`src/rtl/i2s_seq_pkg.sv`:
```
// rtl/i2s_seq_pkg.sv - shared types and constants for the I2S APB sequencer
// FSM state encoding, status bit positions and default register map.
package i2s_seq_pkg;

  typedef enum logic [3:0] {
    IDLE,
    CFG_S,
    CFG_A,
    POLL_S,
    POLL_A,
    TX_S,
    TX_A,
    RX_S,
    RX_A,
    STP_S,
    STP_A
  } seq_state_t;

  localparam int STAT_TXE  = 12;
  localparam int STAT_RXNE = 11;

  localparam logic [31:0] DEF_CTRL_ADR = 32'h0000_0000;
  localparam logic [31:0] DEF_TX_ADR   = 32'h0000_0004;
  localparam logic [31:0] DEF_RX_ADR   = 32'h0000_0008;
  localparam logic [31:0] DEF_STAT_ADR = 32'h0000_000C;
  localparam int          DEF_WDOG_LIM = 1024;

endpackage

```
`src/rtl/i2s_seq_arb.sv`:
```
// rtl/i2s_seq_arb.sv - 2-way round-robin between Tx and Rx service requests
// When both sides are pending, the side served last loses; Tx wins after reset or clr.
module i2s_seq_arb (
  input  logic pclk,
  input  logic preset,
  input  logic clr,
  input  logic tx_pend,
  input  logic rx_pend,
  input  logic grant_ack,
  output logic gnt_tx,
  output logic gnt_rx
);

  logic r_last_tx;

  assign gnt_tx = tx_pend & (~rx_pend | ~r_last_tx);
  assign gnt_rx = rx_pend & ~gnt_tx;

  always_ff @(posedge pclk or negedge preset) begin
    if (!preset) begin
      r_last_tx <= 1'b0;
    end else if (clr) begin
      r_last_tx <= 1'b0;
    end else if (grant_ack) begin
      r_last_tx <= gnt_tx;
    end
  end

endmodule

```
`src/rtl/i2s_apb_sequencer.sv`:
```
// rtl/i2s_apb_sequencer.sv - APB master sequencing the I2S transceiver registers
// Optional no-progress watchdog compiled in with I2S_SEQ_WDOG_EN.
module i2s_apb_sequencer
  import i2s_seq_pkg::*;
#(
  parameter logic [31:0] CTRL_ADR = DEF_CTRL_ADR,
  parameter logic [31:0] TX_ADR   = DEF_TX_ADR,
  parameter logic [31:0] RX_ADR   = DEF_RX_ADR,
  parameter logic [31:0] STAT_ADR = DEF_STAT_ADR
`ifdef I2S_SEQ_WDOG_EN
  ,
  parameter int          WDOG_LIM = DEF_WDOG_LIM
`endif
) (
  input  logic        pclk,
  input  logic        preset,
  input  logic        start,
  input  logic        stop,
  input  logic [14:0] cfg_word,
  input  logic [31:0] tx_data,
  input  logic        tx_valid,
  output logic        tx_ready,
  output logic [31:0] rx_data,
  output logic        rx_valid,
  input  logic        rx_ready,
  output logic [31:0] paddr,
  output logic [31:0] pwdata,
  output logic        pwrite,
  output logic        penable,
  input  logic [31:0] prdata,
  output logic        busy,
  output logic        err
);

  seq_state_t r_state;
  logic       r_stop_req;
  logic       w_start;
  logic       w_poll_a;
  logic       w_gnt_tx;
  logic       w_gnt_rx;
  logic       w_wdog_hit;
  logic       w_go_stop;

  assign w_start  = (r_state == IDLE) & start;
  assign w_poll_a = (r_state == POLL_A);

  i2s_seq_arb u_arb (
    .pclk      (pclk),
    .preset    (preset),
    .clr       (w_start),
    .tx_pend   (prdata[STAT_TXE] & tx_valid),
    .rx_pend   (prdata[STAT_RXNE] & ~rx_valid),
    .grant_ack (w_poll_a & ~r_stop_req & (w_gnt_tx | w_gnt_rx)),
    .gnt_tx    (w_gnt_tx),
    .gnt_rx    (w_gnt_rx)
  );

`ifdef I2S_SEQ_WDOG_EN
  logic [10:0] r_wdog_cnt;
  logic        r_err;

  assign w_wdog_hit = (r_wdog_cnt == 11'(WDOG_LIM - 1));
  assign err        = r_err;

  always_ff @(posedge pclk or negedge preset) begin
    if (!preset) begin
      r_wdog_cnt <= '0;
      r_err      <= 1'b0;
    end else if (w_start) begin
      r_wdog_cnt <= '0;
      r_err      <= 1'b0;
    end else if (w_poll_a && !r_stop_req) begin
      if (w_gnt_tx || w_gnt_rx) begin
        r_wdog_cnt <= '0;
      end else if (w_wdog_hit) begin
        r_wdog_cnt <= '0;
        r_err      <= 1'b1;
      end else begin
        r_wdog_cnt <= r_wdog_cnt + 11'd1;
      end
    end
  end
`else
  assign w_wdog_hit = 1'b0;
  assign err        = 1'b0;
`endif

  // The watchdog only fires on a poll that selected no transfer.
  assign w_go_stop = r_stop_req | (w_wdog_hit & ~w_gnt_tx & ~w_gnt_rx);

  always_ff @(posedge pclk or negedge preset) begin
    if (!preset) begin
      r_stop_req <= 1'b0;
    end else if (r_state == IDLE) begin
      r_stop_req <= start & stop;
    end else if (stop) begin
      r_stop_req <= 1'b1;
    end
  end

  always_ff @(posedge pclk or negedge preset) begin
    if (!preset) begin
      r_state  <= IDLE;
      paddr    <= '0;
      pwdata   <= '0;
      pwrite   <= 1'b0;
      penable  <= 1'b0;
      tx_ready <= 1'b0;
      rx_data  <= '0;
      rx_valid <= 1'b0;
      busy     <= 1'b0;
    end else begin
      tx_ready <= 1'b0;
      if (rx_valid && rx_ready) rx_valid <= 1'b0;
      case (r_state)
        IDLE: if (start) begin
          r_state <= CFG_S;
          busy    <= 1'b1;
          paddr   <= CTRL_ADR;
          pwrite  <= 1'b1;
          pwdata  <= {17'b0, cfg_word};
        end
        CFG_S, POLL_S, RX_S, STP_S: begin
          r_state <= seq_state_t'(r_state + 4'd1);
          penable <= 1'b1;
        end
        TX_S: begin
          r_state  <= TX_A;
          penable  <= 1'b1;
          tx_ready <= 1'b1;
        end
        CFG_A, TX_A, RX_A: begin
          r_state <= POLL_S;
          penable <= 1'b0;
          paddr   <= STAT_ADR;
          pwrite  <= 1'b0;
          pwdata  <= '0;
          if (r_state == RX_A) begin
            rx_data  <= prdata;
            rx_valid <= 1'b1;
          end
        end
        POLL_A: begin
          penable <= 1'b0;
          if (w_go_stop) begin
            r_state <= STP_S;
            paddr   <= CTRL_ADR;
            pwrite  <= 1'b1;
            pwdata  <= '0;
          end else if (w_gnt_tx) begin
            r_state <= TX_S;
            paddr   <= TX_ADR;
            pwrite  <= 1'b1;
            pwdata  <= tx_data;
          end else if (w_gnt_rx) begin
            r_state <= RX_S;
            paddr   <= RX_ADR;
          end else begin
            r_state <= POLL_S;
          end
        end
        STP_A: begin
          r_state <= IDLE;
          penable <= 1'b0;
          busy    <= 1'b0;
          paddr   <= '0;
          pwrite  <= 1'b0;
          pwdata  <= '0;
        end
        default: begin
          r_state <= IDLE;
          penable <= 1'b0;
          busy    <= 1'b0;
        end
      endcase
    end
  end

endmodule
```
`config.mk`:
```
export PLATFORM = sky130hd
export DESIGN_NAME = i2s_apb_sequencer
export DESIGN_NICKNAME = d
export VERILOG_FILES = /design/src/rtl/i2s_seq_pkg.sv /design/src/rtl/i2s_seq_arb.sv /design/src/rtl/i2s_apb_sequencer.sv
export SDC_FILE = /design/constraint.sdc
export NUM_CORES = 1
export LEC_CHECK = 0
export ABC_AREA = 1
export BUFFER_PORTS_ARGS = -buffer_cell sky130_fd_sc_hd__buf_2
export CORE_MARGIN = 4
export CORE_UTILIZATION = 46
export DETAILED_ROUTE_END_ITERATION = 12
export GPL_ROUTABILITY_DRIVEN = 0
export GPL_TIMING_DRIVEN = 0
export PLACE_DENSITY = 0.81
export SYNTH_ARGS = -nofsm -noshare
export SYNTH_HDL_FRONTEND = slang
export SYNTH_HIERARCHICAL = 1
export SYNTH_SLANG_ARGS = --single-unit
export TNS_END_PERCENT = 20
```
`constraint.sdc`:
```
create_clock -name pclk -period 2.4 [get_ports pclk]
set_clock_uncertainty 0.2 [all_clocks]
set_input_delay 0.12 -clock pclk [delete_from_list [all_inputs] [get_ports pclk]]
set_output_delay 0.12 -clock pclk [all_outputs]
set_load 0.005 [all_outputs]
```
* Word level (Yosys, flattened, before mapping)
Cells that the tools add are included.
** Operators by class
- Bitwise operators :: 16
- Add/subtract/negate cells :: 1
- Muxes and demuxes :: 28
- Eq/ne operators :: 13
- Reductions and logical operators :: 15
** Operator list (count)
- two-way mux 32 bit :: 7
- case mux 32 bit (4 select lines) :: 1
- case mux 32 bit (3 select lines) :: 1
- case mux 4 bit (5 select lines) :: 1
- equality test 4 x 3 -> 1 bit, second input constant :: 4
- equality test 4 bit, second input constant :: 3
- two-way mux 1 bit :: 11
- OR reduction 9 bit :: 1
- AND 1 bit :: 8
- equality test 4 x 2 -> 1 bit, second input constant :: 2
- two-way mux 4 bit :: 2
- OR reduction 4 bit :: 2
- two-way mux 3 bit :: 2
- NOT 1 bit :: 6
- AND reduction 3 bit :: 2
- OR reduction 5 bit :: 1
- adder 4 x 1 -> 4 bit, second input constant :: 1
- equality test 4 x 1 -> 1 bit, second input constant :: 1
- logical NOT 4 bit :: 1
- != test 4 x 2 -> 1 bit, second input constant :: 1
- case mux 1 bit (2 select lines) :: 2
- AND reduction 2 bit :: 2
- nonzero test 2 bit :: 2
- nonzero test 4 bit :: 1
- 7 further kinds :: 8
** Storage, ports and cells
- Output and inout bits :: 102
- Bits of input ports :: 85
- Logic and storage cells :: 84
- Flip-flop bits (word level) :: 107

* Depth between registers and ports, before layout
- Word-level depth :: 11
- Mapped depth :: 13
- Gate-level depth less buffers :: 12

* Hierarchy
Netlist, hierarchy kept.
** By module, submodules not included
- i2s_apb_sequencer :: instances 1, area each 3583.4 um2, cells an instance 381
- i2s_seq_arb :: instances 1, area each 68.8 um2, cells an instance 10

* Worst setup path before layout
Ideal clock, no wire load.
- Kind :: register -> register
- From :: register r_state[0]
- To :: register pwdata[10]
- Clock period less this slack :: 1.833 ns
- Slack :: 0.567 ns
- Path buffers :: 1
- Library setup time :: 0.116 ns
- Stages on the path, launching flop included :: 11
- Arrival time :: 1.517 ns
- Cells stage by stage :: dfrtp_1 inv_1 ha_1 nand3_4 nor2_1 nor2_1 nand2_4 inv_2 buf_6 nand2_1 nand2_1
** On the way
- Cells in the longest elaborated chain, start to end :: 4
- Elaborated cells on any way between the ends :: 12
** Ends and longest elaborated chain
- start: declaration :: line i2s_apb_sequencer.sv:35 : seq_state_t r_state;
- start signal: assignment :: line i2s_apb_sequencer.sv:124 : r_state <= seq_state_t'(r_state + 4'd1);
- equality test 4 bit, or another cell as far along :: line i2s_apb_sequencer.sv:115 : case (r_state)
- OR reduction 4 bit (no line)
- nonzero test 3 bit (no line)
- AND reduction 3 bit (no line)
- end signal: assignment :: line i2s_apb_sequencer.sv:121 : pwdata <= {17'b0, cfg_word};
- end signal: assignment :: line i2s_apb_sequencer.sv:154 : pwdata <= tx_data;
- end: declaration :: line i2s_apb_sequencer.sv:27 : output logic [31:0] pwdata,
Several ways; a longest one is shown, not always the timed one.
A chain may end at the register's enable or synchronous reset.

* Final worst setup path
- From :: register r_state[1]
- To :: register pwdata[2]
The elaborated chain is that of the path after synthesis.

==> flow_summary.json <==
{
  "regArea_sq_um": 1930,
  "hold_viol": 0,
  "pwr-share-seq_pct": 36.1,
  "fin_crit_sh_pct": 93.2,
  "yosysSeqAreaShare_pct": 52.8,
  "dieArea_sq_um": 9430,
  "clock-sinks": 77,
  "ys_seq_elements": 77,
  "route.detailed.drc": 0,
  "grt_max_degree": 52,
  "drt_first_pass_iters": 4,
  "core_sq_um": 7730,
  "rr_startpoint": "r_state[1]$_DFFE_PN0P_",
  "avgSynthCellArea_sq_um": 9.34,
  "swShare_pct": 37.5,
  "p_sw_mw": 2.15,
  "netlist_area_sq_um": 3650,
  "final_util_pct": 75.0,
  "multi_input_area_sq_um": 1480,
  "io_pins": 187,
  "max_freq_mhz": 447,
  "final-setup-viol-count": 0,
  "vias": 3709,
  "grt_overflow_total": 0,
  "syn_inst": 391,
  "syn_to_final_growth_pct": 58.7,
  "drt_iter0_drc": 129,
  "crit_buf_inv": 2,
  "whs_ns": 0.0343,
  "yosys-top-cells-area": "dfrtp_1 (53%), nand2_1 (16%), mux2_2 (9.6%)",
  "yosys.area.top_type": "dfrtp_1",
  "wl_per_cell_microns": 14.8,
  "cts.reportedPaths.clkPinSlew_ns": 0.09,
  "htree_levels": 3,
  "path_cells": "inv_1 > ha_4 > nand3_4 > nor2_4 > nand2_1 > nand2_1 > dlygate4sd3_1 > nand2_1 > nand2_1",
  "p_clk_share_pct": 19.1,
  "layout-drive-gt1-share_pct": 38.4,
  "rsz0062_at_grt": "false",
  "drtAntennaViolNets": 0,
  "clk_latency_ns": 0.35,
  "worstPathArrival_ns": 2.32,
  "max_stage_delay_ns": 0.56,
  "comb_power_share_pct": 44.8,
  "fin_setup_tns_ns": 0,
  "finalPower_mw": 5.75,
  "antenna_cells": 0,
  "reg2reg_slack_ns": 0.16,
  "worstPathRequired_ns": 2.49,
  "p_int_mw": 3.59,
  "grt.total_usage_pct": 24.6,
  "outcome": "finished, final reports clean",
  "crit_slowest_cell": "dlygate4sd3_1",
  "dieHeight_microns": 97.1,
  "io_buffers": 155,
  "cts-root-buf": "clkbuf_8",
  "post-route-min-period_ns": 2.24,
  "clockBufferDepth": 2,
  "grt_pass1_wl_mm": 18.7,
  "timing.rr.end": "pwdata[2]$_DFFE_PN0P_",
  "cts_tree": "done",
  "numCtsBuffers": 9,
  "slew_violations": 0,
  "num_rows": 32,
  "critPathLaunchType": "flop",
  "n_fill_cell": 515,
  "hold_path_class": "primary input to asynchronous set/reset pin",
  "crit_family": "buffers and inverters",
  "dp_hpwl_mm": 7.04,
  "synth_top_area_share_pct": 52.8,
  "yosys.cell_types.count": 28,
  "ys_warn_count": 6,
  "crit_type": "flop to flop",
  "p_leak_nw": 3.22,
  "grt_pass1_vias": 3820,
  "endpoint_kind": "flop",
  "viasPerCell": 4.75,
  "totalWireLength_mm": 11.5,
  "grt_antenna_before_repair": 0,
  "cp_max_fo": 10,
  "vdd_drop_max_mv": 0.690,
  "path_common_cell": "nand2_1",
  "finalNetCount": 763,
  "die_w_microns": 97.1,
  "drv_cap": 0,
  "initial_core_util_pct": 47.3,
  "power_density_nw_per_um2": 991,
  "r2r_cells": 9
}
## registers in the layout (all words and copies together), names as in the netlist
name,cells
pwdata,32
rx_data,32
r_state,4
paddr,2
busy,1
penable,1
pwrite,1
r_stop_req,1
rx_valid,1
tx_ready,1
u_arb/r_last_tx,1
## per-layer routing
| metal | part of all wire (%) | vias up | global-route usage (%) |
|---|---|---|---|
| li1 | - | 1745 | - |
| met1 | 37 | 1761 | 28.0 |
| met3 | 7.6 | 30 | 6.82 |
| met4 | 2.9 | 0 | 9.18 |
| met5 | 0 | - | 0 |
| met2 | 52 | 173 | 43.8 |
## power by group through the flow
stage          sequential, mW  combinational, mW  clock (mW)
2_1_floorplan            2.10               1.39           0
3_3_place_gp             2.05               2.23           0
3_5_place_dp             2.08               2.33           0
4_1_cts                  2.06               2.49        1.11
5_1_grt                  2.13               2.86        1.19
6_report                 2.07               2.57        1.10
## cell type report
type / count / area share (%)
sequential: 77 / 33.2
buffer: 43 / 5.29
tap: 102 / 2.20
inverter: 20 / 1.30
timing repair buffer: 242 / 28.7
multi-input combinational: 281 / 25.4
clock inverter: 6 / 1.62
clock buffer: 10 / 2.20
## metrics by stage
step | instance area (sq um) | setup slack [ns] | std cells
2_1_floorplan | 3760 | 0.567 | 421
3_3_place_gp | 4670 | 0.319 | 678
3_5_place_dp | 4700 | 0.290 | 679
4_1_cts | 5770 | 0.0209 | 780
5_1_grt | 5800 | 0.00296 | 781
6_report | 5800 | 0.163 | 781
## cells by family after synthesis
group	after synthesis	synth area share [%]
adder cells (fa/ha/maj)	4	1.37
XOR/XNOR	1	0.240
multiplexers	31	9.56
AND/OR/NAND/NOR	199	23.3
flip-flops	77	52.8
other	1	0.103
buffers and inverters	63	10.4
AO/OA/AOI/OAI	15	2.19
## repair_timing
item                                    in CTS  in global routing
buffers inserted                             0                  1
hold buffers                                85                  0
gates resized for setup                      0                  5
hold endpoints to repair                   147                  0
endpoints found under the setup margin       0                  6
## synth_stat cells
| cell type | instances |
|---|---|
| buf_4 | 35 |
| nand2_1 | 154 |
| buf_6 | 1 |
| nand3_2 | 2 |
| nand3_4 | 1 |
| conb_1 | 1 |
| inv_2 | 4 |
| buf_1 | 1 |
| mux2_2 | 31 |
| clkbuf_1 | 1 |
| nand2_4 | 2 |
| nand3_1 | 5 |
| nor2_4 | 1 |
| nor2_1 | 15 |
| o21ai_0 | 10 |
| dfrtp_1 | 77 |
| a21oi_1 | 2 |
| ha_1 | 4 |
| nand4_1 | 16 |
| o22ai_1 | 1 |
| xor2_1 | 1 |
| and2_4 | 1 |
| o2bb2ai_1 | 1 |
| nor2_2 | 1 |
| buf_2 | 5 |
| nand2_2 | 1 |
| o21ai_1 | 1 |
| inv_1 | 16 |
## cells in the final DEF (no fill, tap or decap), types with 3 or more instances in the layout
cell type,count
inv_2,5
buf_2,159
nand3_1,5
conb_1,31
nand4_1,16
buf_4,37
nor2_1,15
dlygate4sd3_1,85
dfrtp_1,77
nand2_1,153
inv_1,15
clkbuf_8,9
ha_1,3
mux2_2,31
o21ai_0,10
## worst max-delay path by stage
stage                                      start                     end  slack, ns  cells after the start
after floorplan           r_state[0]$_DFFE_PN0P_  pwdata[10]$_DFFE_PN0P_       0.57                     10
after global placement    r_state[0]$_DFFE_PN0P_  pwdata[29]$_DFFE_PN0P_       0.32                      9
after detailed placement  r_state[0]$_DFFE_PN0P_  pwdata[24]$_DFFE_PN0P_       0.29                      9
after CTS                 r_state[0]$_DFFE_PN0P_   pwdata[0]$_DFFE_PN0P_       0.02                      8
after global routing      r_state[1]$_DFFE_PN0P_   pwdata[2]$_DFFE_PN0P_      0.003                      9
final                     r_state[1]$_DFFE_PN0P_   pwdata[2]$_DFFE_PN0P_       0.16                      9
No activity file was read; power rests on OpenSTA's default activity.
